$ cat config.mk
export PLATFORM = sky130hd
export DESIGN_NAME = modbus_rtu_framer
export DESIGN_NICKNAME = d
export VERILOG_FILES = /design/src/rtl/modbus_rtu_framer.sv
export SDC_FILE = /design/constraint.sdc
export NUM_CORES = 2
export LEC_CHECK = 0
export CAP_MARGIN = 30
export CELL_PAD_IN_SITES_DETAIL_PLACEMENT = 1
export CELL_PAD_IN_SITES_GLOBAL_PLACEMENT = 2
export CORE_ASPECT_RATIO = 0.75
export CORE_MARGIN = 4
export CORE_UTILIZATION = 38
export DETAILED_ROUTE_END_ITERATION = 12
export PLACE_DENSITY_LB_ADDON = 0.1
export REMOVE_ABC_BUFFERS = 1
export SLEW_MARGIN = 20
export SYNTH_ARGS = -nofsm -noshare
export SYNTH_HDL_FRONTEND = slang
export SYNTH_SLANG_ARGS = --single-unit
export TNS_END_PERCENT = 5
$ cat constraint.sdc
create_clock -name PCLK -period 2.8 [get_ports PCLK]
set_input_delay 0.56 -clock PCLK [delete_from_list [all_inputs] [get_ports PCLK]]
set_output_delay 0.56 -clock PCLK [all_outputs]
set_load 0.005 [all_outputs]
$ cat src/rtl/modbus_rtu_framer.sv
// Modbus RTU receive framer.
// Splits the UART byte stream into frames using inter-character silence
// (t1.5 closes a frame, t3.5 marks the bus idle), checks the CRC-16, length
// and slave address, and holds an accepted frame for the command decoder.
// Rejected frames are dropped and counted in err_cnt. Bytes that arrive
// while the framer is re-synchronising or holding a frame are counted in
// drop_cnt.
//
// Decoder handshake: frm_valid rises when an accepted frame is in the buffer
// and stays high, with frm_len and the buffer contents stable, until frm_ack
// is sampled high on a rising PCLK edge. frm_valid falls on that same edge.
// frm_ack is ignored while frm_valid is low. Reads are random access:
// frm_rd_data returns buffer[frm_rd_addr] one cycle after the address is
// presented. MAX_LEN is intended to be at most 256, the range of frm_rd_addr.
module modbus_rtu_framer #(
    parameter int unsigned T15_CYC = 85938,
    parameter int unsigned T35_CYC = 200521,
    parameter int unsigned MAX_LEN = 256
) (
    input  logic        PCLK,
    input  logic        PRESETn,
    input  logic        rx_valid,
    input  logic [7:0]  rx_data,
    input  logic        rx_err,
    input  logic [7:0]  my_addr,
    output logic        frm_valid,
    output logic [8:0]  frm_len,
    input  logic        frm_ack,
    input  logic [7:0]  frm_rd_addr,
    output logic [7:0]  frm_rd_data,
    output logic [15:0] err_cnt,
    output logic [15:0] drop_cnt,
    output logic [2:0]  dbg_state
);

    typedef enum logic [2:0] {
        ST_WAIT = 3'd0,
        ST_IDLE = 3'd1,
        ST_RECV = 3'd2,
        ST_GAP  = 3'd3,
        ST_HOLD = 3'd4
    } state_t;

    localparam int unsigned AW      = (MAX_LEN > 1) ? $clog2(MAX_LEN) : 1;
    localparam logic [23:0] T15     = 24'(T15_CYC);
    localparam logic [23:0] T35     = 24'(T35_CYC);
    localparam logic [8:0]  LEN_MAX = 9'(MAX_LEN);
    localparam logic [8:0]  LEN_MIN = 9'd4;

    // Modbus CRC-16 over one byte: reflected poly 0xA001, LSB first.
    function automatic logic [15:0] crc16_byte(input logic [15:0] crc_in,
                                               input logic [7:0]  data);
        logic [15:0] c;
        c = crc_in ^ {8'h00, data};
        for (int i = 0; i < 8; i++) begin
            if (c[0]) c = (c >> 1) ^ 16'hA001;
            else      c = c >> 1;
        end
        return c;
    endfunction

    state_t         state_q;
    state_t         state_d;
    logic [23:0]    sil_q;
    logic [23:0]    sil_nxt;
    logic           t15_hit;
    logic           t35_hit;
    logic [8:0]     len_q;
    logic [15:0]    crc_q;
    logic           bad_q;
    logic [7:0]     addr_q;
    logic           shape_ok;
    logic           addr_ok;
    logic           start_frame;
    logic           add_byte;
    logic           accept;
    logic           err_inc;
    logic           drop_inc;
    logic           buf_we;
    logic [AW-1:0]  buf_widx;
    logic [AW-1:0]  rd_idx;
    logic [7:0]     mem [MAX_LEN];

    assign dbg_state = state_q;
    assign frm_valid = (state_q == ST_HOLD);
    assign rd_idx    = AW'(frm_rd_addr);

    // Silence counter: cleared by a byte, otherwise counts up and saturates at t3.5.
    always_comb begin
        sil_nxt = sil_q + 24'd1;
        if (rx_valid)          sil_nxt = 24'd0;
        else if (sil_q >= T35) sil_nxt = T35;
    end

    // Thresholds are judged on the value the counter takes at this edge, so
    // the transition lands exactly T15/T35 edges after the last byte. A byte
    // on that edge forces sil_nxt to zero, so the byte wins.
    assign t15_hit = (sil_nxt == T15);
    assign t35_hit = (sil_nxt == T35);

    // Frame verdict inputs; an address mismatch alone is not an error.
    assign shape_ok = !bad_q && (len_q >= LEN_MIN) && (crc_q == 16'h0000);
    assign addr_ok  = (addr_q == my_addr) || (addr_q == 8'h00);

    // Silence counter register.
    always_ff @(posedge PCLK or negedge PRESETn) begin
        if (!PRESETn) sil_q <= 24'd0;
        else          sil_q <= sil_nxt;
    end

    // State register.
    always_ff @(posedge PCLK or negedge PRESETn) begin
        if (!PRESETn) state_q <= ST_WAIT;
        else          state_q <= state_d;
    end

    // Next-state and per-cycle control strobes.
    always_comb begin
        state_d     = state_q;
        start_frame = 1'b0;
        add_byte    = 1'b0;
        accept      = 1'b0;
        err_inc     = 1'b0;
        drop_inc    = 1'b0;
        case (state_q)
            ST_WAIT: begin
                if (rx_valid)     drop_inc = 1'b1;
                else if (t35_hit) state_d  = ST_IDLE;
            end
            ST_IDLE: begin
                if (rx_valid) begin
                    start_frame = 1'b1;
                    state_d     = ST_RECV;
                end
            end
            ST_RECV: begin
                if (rx_valid)     add_byte = 1'b1;
                else if (t15_hit) state_d  = ST_GAP;
            end
            ST_GAP: begin
                if (rx_valid) begin
                    // Byte inside the t1.5..t3.5 window: frame is corrupt, resync.
                    err_inc = 1'b1;
                    state_d = ST_WAIT;
                end else if (t35_hit) begin
                    if (shape_ok && addr_ok) begin
                        accept  = 1'b1;
                        state_d = ST_HOLD;
                    end else begin
                        err_inc = !shape_ok;
                        state_d = ST_IDLE;
                    end
                end
            end
            ST_HOLD: begin
                if (rx_valid) drop_inc = 1'b1;
                // Anything that arrived while holding was lost, so resync on t3.5.
                if (frm_ack)  state_d  = ST_WAIT;
            end
            default: state_d = ST_WAIT;
        endcase
    end

    // Buffer write port: byte 0 on frame start, then append until full.
    always_comb begin
        buf_we   = start_frame || (add_byte && (len_q != LEN_MAX));
        buf_widx = start_frame ? '0 : len_q[AW-1:0];
    end

    // Per-frame accumulators: length, running CRC, sticky bad flag, address byte.
    always_ff @(posedge PCLK or negedge PRESETn) begin
        if (!PRESETn) begin
            len_q  <= 9'd0;
            crc_q  <= 16'hFFFF;
            bad_q  <= 1'b0;
            addr_q <= 8'h00;
        end else if (start_frame) begin
            len_q  <= 9'd1;
            crc_q  <= crc16_byte(16'hFFFF, rx_data);
            bad_q  <= rx_err;
            addr_q <= rx_data;
        end else if (add_byte) begin
            crc_q <= crc16_byte(crc_q, rx_data);
            bad_q <= bad_q | rx_err | (len_q == LEN_MAX);
            if (len_q != LEN_MAX) len_q <= len_q + 9'd1;
        end
    end

    // Frame buffer storage.
    always_ff @(posedge PCLK) begin
        if (buf_we) mem[buf_widx] <= rx_data;
    end

    // Registered random-access read port, active in every state.
    always_ff @(posedge PCLK or negedge PRESETn) begin
        if (!PRESETn) frm_rd_data <= 8'h00;
        else          frm_rd_data <= mem[rd_idx];
    end

    // Accepted length, held until the next accepted frame.
    always_ff @(posedge PCLK or negedge PRESETn) begin
        if (!PRESETn)    frm_len <= 9'd0;
        else if (accept) frm_len <= len_q;
    end

    // Saturating error and drop counters; both may step in the same cycle.
    always_ff @(posedge PCLK or negedge PRESETn) begin
        if (!PRESETn) begin
            err_cnt  <= 16'd0;
            drop_cnt <= 16'd0;
        end else begin
            if (err_inc && (err_cnt != 16'hFFFF))   err_cnt  <= err_cnt + 16'd1;
            if (drop_inc && (drop_cnt != 16'hFFFF)) drop_cnt <= drop_cnt + 16'd1;
        end
    end

endmodule

Word-level counts from Yosys, hierarchy flattened
Memory sizes are Yosys's and may differ from the RTL's. A register that Yosys moved wholly into a read port is not among the register bits.
Index checks and enable logic that the tools add are counted.

word-level totals
  register bits = 102
  bits in writable memories = 2048
  word-level logic and storage cells = 144
  memories kept = 1

operators by class
  $add $sub $neg = 4
  order comparisons = 2
  muxes and demuxes = 71
  bitwise operators = 20
  reductions and logical operators = 19
  eq/ne operators = 18

memories
  memory  words  bits a word  rd ports  clocked after Yosys merged registers in  write ports  RTL line  source
  mem     256    8            1         1                                        1            82        logic [7:0] mem [MAX_LEN];

operators with widths
  cell                                                                 count
  two-way mux 16 bit                                                   39
  two-way mux 24 bit                                                   2
  inverter 2 -> 3 bit                                                  16
  adder 16 x 1 -> 16 bit, second input constant                        2
  inequality test 16 bit, second input constant                        2
  two-way mux 3 bit                                                    9
  two-way mux 9 bit                                                    3
  adder 24 x 1 -> 24 bit, second input constant                        1
  == test 24 x 17 -> 1 bit, second input constant                      1
  == test 24 x 18 -> 1 bit, second input constant                      1
  greater-or-equal comparator 24 x 18 -> 1 bit, second input constant  1
  logical NOT 16 bit                                                   1
  two-way mux 1 bit                                                    16
  inverter 8 -> 16 bit                                                 1
  bitwise XOR 16 x 8 -> 16 bit                                         1
  one-hot mux 3 bit (5 select lines)                                   1
  inequality test 2 bit, second input constant                         5
  adder 9 x 1 -> 9 bit, second input constant                          1
  == test 9 bit, second input constant                                 1
  greater-or-equal comparator 9 x 3 -> 1 bit, second input constant    1
  inequality test 9 bit, second input constant                         1
  == test 8 bit                                                        1
  logical NOT 8 bit                                                    1
  two-way mux 8 bit                                                    1
  other kinds (14)                                                     25

Depth between registers and ports, before layout
  depth after elaboration = 33
  gate-level depth with buffers = 13
  mapped depth without buffers = 10

Worst setup path before layout
Ideal clock, no wire load.

  kind = input-to-reg
  start = input port frm_rd_addr[0]
  end = register frm_rd_data[6], read port of mem
  cell stages on the path = 9
  path buffers = 3
  arrival time = 2.907 ns
  setup slack = -0.236 ns
  cell sequence = buf_2 -> clkbuf_1 -> buf_1 -> mux4_2 -> mux4_2 -> a22oi_1 -> nand2_1 -> a22oi_1 -> nand3_1

RTL lines
  item             RTL line  source
  start, declared  29        input logic [7:0] frm_rd_addr,
  end, declared    30        output logic [7:0] frm_rd_data,

==> flow_summary.toml <==
[clocking]
cts_num_sinks = 2158
numCtsBuffers = 223
worst_skew_pair.late_latency_ns = 0.87
cts_htree_levels = 4
root_buffer = "sky130_fd_sc_hd__clkbuf_16"
clk_transition_reported_paths_ns = 0.07
tritoncts = "done"
clock_tree.buffer_depth = 4

[sta]
slew-limit-headroom_pct = 30.1
fin_worst_skew_ns = 0.0566
final_min_period_over_clock_period_pct = 97.6
final.setup.worst_slack_ns = 0.0673
rsz_0062_raised_after_global_routing = "yes"
post-route-min-period_ns = 2.73
finalSetupViolCount = 0
worstMarginPinSlew_ns = 1.05
fmax_mhz = 366
timing_max_transition_violations_final = 0
hold_violations = 0

[cells_and_area]
layout.filler_cells = 20000
finish.instance_area_um2 = 103000
final_util_pct = 46.6
layout-drive-gt1-share_pct = 36.2
finalNetCount = 4714
layout_overhead_on_the_synthesized_area_pct = 21.7

[worst_setup_path]
path_class = "flip-flop to flip-flop"
critical_path.slowest_cell = "sky130_fd_sc_hd__mux4_2"
timing.critical_path.cells = "mux4_2 -> mux4_2 -> a22oi_1 -> buf_4 -> nand2_1 -> a22oi_1 -> buf_4 -> nand3_1"
arrival_ns = 3.48
worst_setup_path_end_kind = "flip-flop"
timing.critical_path.fanout_max = 1
critPathRequiredTime_ns = 3.55
worst_path_largest_cell_delay_ns = 0.61
critical_path.startpoint_type = "flip-flop"

[status]
status = "finished, final reports clean"

[floorplan]
die_area_um2 = 230000
die_x_um = 552
design.core.area_um2 = 220000
initial_core_util_pct = 38.3
std_cell_rows = 149
io_pins = 82
chipHeight_um = 416

[grt]
track_usage_pct = 20.9
grt_antenna_before_repair = 7
global_route_wire_length_before_repair_mm = 344
grt_start_max_net_pins = 167
overflow = 0
grt_pass1_vias = 44800

[synth]
synth-seq-area-share_pct = 76.2
synth_top_family_by_area = "multiplexers"
netlist_top_cells_area = "sky130_fd_sc_hd__edfxtp_1 73%, sky130_fd_sc_hd__mux4_2 17%, sky130_fd_sc_hd__dfrtp_1 2.8%"
xor_xnor_portion_of_the_synthesized_cell_area_pct = 0.976
number_of_flops_mapped_to_enable_cells_by_yosys = 2048
share_of_flip_flops_with_an_asynchronous_set_or_reset_pct = 5.10
synth-compound-area-share_pct = 1.24
ys_types = 59
netlist_area_pre_place_um2 = 84300
synth_largest_area_cell = "sky130_fd_sc_hd__edfxtp_1"
yosys_warnings = 0
yosysTopAreaCellShare_pct = 72.9
synth-adder-area-share_pct = 0.104
synth_simple_gate_area_share_pct = 3.00
synth.ff_latch_count = 2158
netlist_instances = 3883
avgSynthCellArea_um2 = 21.7
synth.mux.area_fraction_pct = 17.3
most_used_flip_flop_cell_after_synthesis = "sky130_fd_sc_hd__edfxtp_1"

[detailed_routing]
ant_nets = 0
detailroute.via_count = 42300
wl_per_cell_um = 30.6
drt_iter0_markers = 4097
route.detailed.drc = 0
totalWireLength_mm = 238
route.detailed.vias_per_inst = 5.42
first_pass_iters = 5

[job]
max-cap-violations = 0

[power_and_ir_drop]
leakagePower_nw = 33.6
power_density_nw_per_um2 = 708
ir_worst_vdd_mv = 0.512

[placement]
globalplace.congestion = 0.767
place.detailed.hpwl_mm = 155
dpl-instance-area_um2 = 95000
io_buffers = 81
post-place-ws_ns = -0.820

[min_path]
holdCritPathClass = "input pin to flip-flop"
## final timing paths
| check | start | end | slack [ns] | cells past startpoint |
|---|---|---|---|---|
| setup / recovery | mem[86][0] | frm_rd_data[0] | 0.07 | 8 |
| hold / removal | rx_data[0] | mem[37][0] | 0.12 | 1 |
| setup reg to reg | mem[86][0] | frm_rd_data[0] | 0.07 | 8 |
| hold reg to reg | crc_q[12] | crc_q[12] | 0.50 | 2 |
| max in group asynchronous | PRESETn | crc_q[7] | 1.80 | 3 |
| min in group asynchronous | PRESETn | sil_q[21] | 0.29 | 2 |
## what timing repair did
action	in CTS	in global routing
hold buffers	4	0
setup buffers	0	3
hold endpoints to repair	76	0
cloned	0	1
gates resized for setup	12	30
setup endpoints to repair	122	287
pin swaps	0	6
## registers in the layout, indices dropped and copies added (netlist names)
signal	cells
mem	2048
sil_q	24
crc_q	16
drop_cnt	16
err_cnt	16
frm_len	9
len_q	9
addr_q	8
frm_rd_data	8
dbg_state	3
bad_q	1
## routing by layer
metal  track usage (%)  vias to the layer above  wire, µm
li1                  -                    17700         -
met1              33.1                    23200    115000
met2              30.8                     1076    107000
met3              3.10                      270     12500
met4              3.79                        2      4000
met5                 0                        -        13
## area by class of cell
type	count	area [µm²]	area share, %
Timing Repair Buffer	791	7910	7.71
Multi-Input combinational cell	1492	19300	18.8
Clock inverter	128	1570	1.53
Sequential cell	2158	64300	62.6
Inverter	12	45.0	0.0439
Tap cell	2944	3680	3.59
Clock buffer	266	5850	5.70
Antenna cell	3	7.51	0.00732
## worst max-delay path: cells and delay by family (launching register included)
kind,cells,cell delay (ns)
simple gates,2,0.19
buf+inv,2,0.34
flops,1,0.40
mux,2,1.10
compound gates,2,0.59
## report_power, final
part / total (mW) / switching (mW) / internal, mW
registers: 36.2 / 0.385 / 35.8
logic: 5.86 / 3.28 / 2.58
clock network: 30.6 / 12.6 / 18.1
## cells in the final DEF, fill, tap and decap left out, types with 26 or more instances in the layout
cell,Yosys,layout
sky130_fd_sc_hd__xor2_1,32,32
sky130_fd_sc_hd__nand2_1,110,103
sky130_fd_sc_hd__nor2_1,317,301
sky130_fd_sc_hd__clkdlybuf4s50_1,0,67
sky130_fd_sc_hd__mux4_2,640,640
sky130_fd_sc_hd__o21ai_0,27,26
sky130_fd_sc_hd__clkbuf_16,0,229
sky130_fd_sc_hd__clkinv_2,0,27
sky130_fd_sc_hd__clkbuf_1,149,38
sky130_fd_sc_hd__xnor2_1,62,60
sky130_fd_sc_hd__clkinv_1,0,42
sky130_fd_sc_hd__a22oi_1,56,56
sky130_fd_sc_hd__dfrtp_1,94,89
sky130_fd_sc_hd__bufinv_16,0,35
sky130_fd_sc_hd__buf_12,0,134
sky130_fd_sc_hd__nand3_1,57,52
sky130_fd_sc_hd__buf_4,2,568
sky130_fd_sc_hd__edfxtp_1,2048,2048
## metrics by stage
step / TNS (ns) / hold slack [ns] / std cells / power (mW)
after floorplan: -855.85 / 0.264 / 3662 / 39.2
after global placement: -785.02 / 0.479 / 7389 / 42.7
after detailed placement: -720.79 / 0.490 / 7389 / 42.8
after CTS: 0 / 0.0562 / 7787 / 73.6
after global routing: -0.0193 / 0.0653 / 7791 / 75.4
final: 0 / 0.122 / 7794 / 72.6
## Yosys cell counts (all sizes together) (2+ instances only)
master  count
edfxtp   2048
mux2       13
and3       11
nand4      21
clkbuf    149
o211ai      2
mux4      640
or3         2
buf        77
o21ai      27
ha          7
dfrtp      94
inv        12
dfstp      16
and2        7
a21o        4
nor2      317
or2         2
a21boi      3
and4        5
a22o       16
nor3        8
nand2b      2
nand4b      2
nor4       16
nor2b       7
xor2       32
a211o       3
xnor2      62
a22oi      56
or4         2
nand3b      3
nor3b       3
nand3      59
nor4b       2
nand2     110
a21oi      26
o22ai       5
## kinds of logic after synthesis
kind of cell | count (synthesis)
and+or+nand+nor | 580
xor gates and xnor gates | 94
AOI/OAI and AO/OA | 151
muxes | 654
buffers and inverters | 238
other | 1
DFF | 2158
adders and majority gates | 7
(Power assumes the default switching activity.)
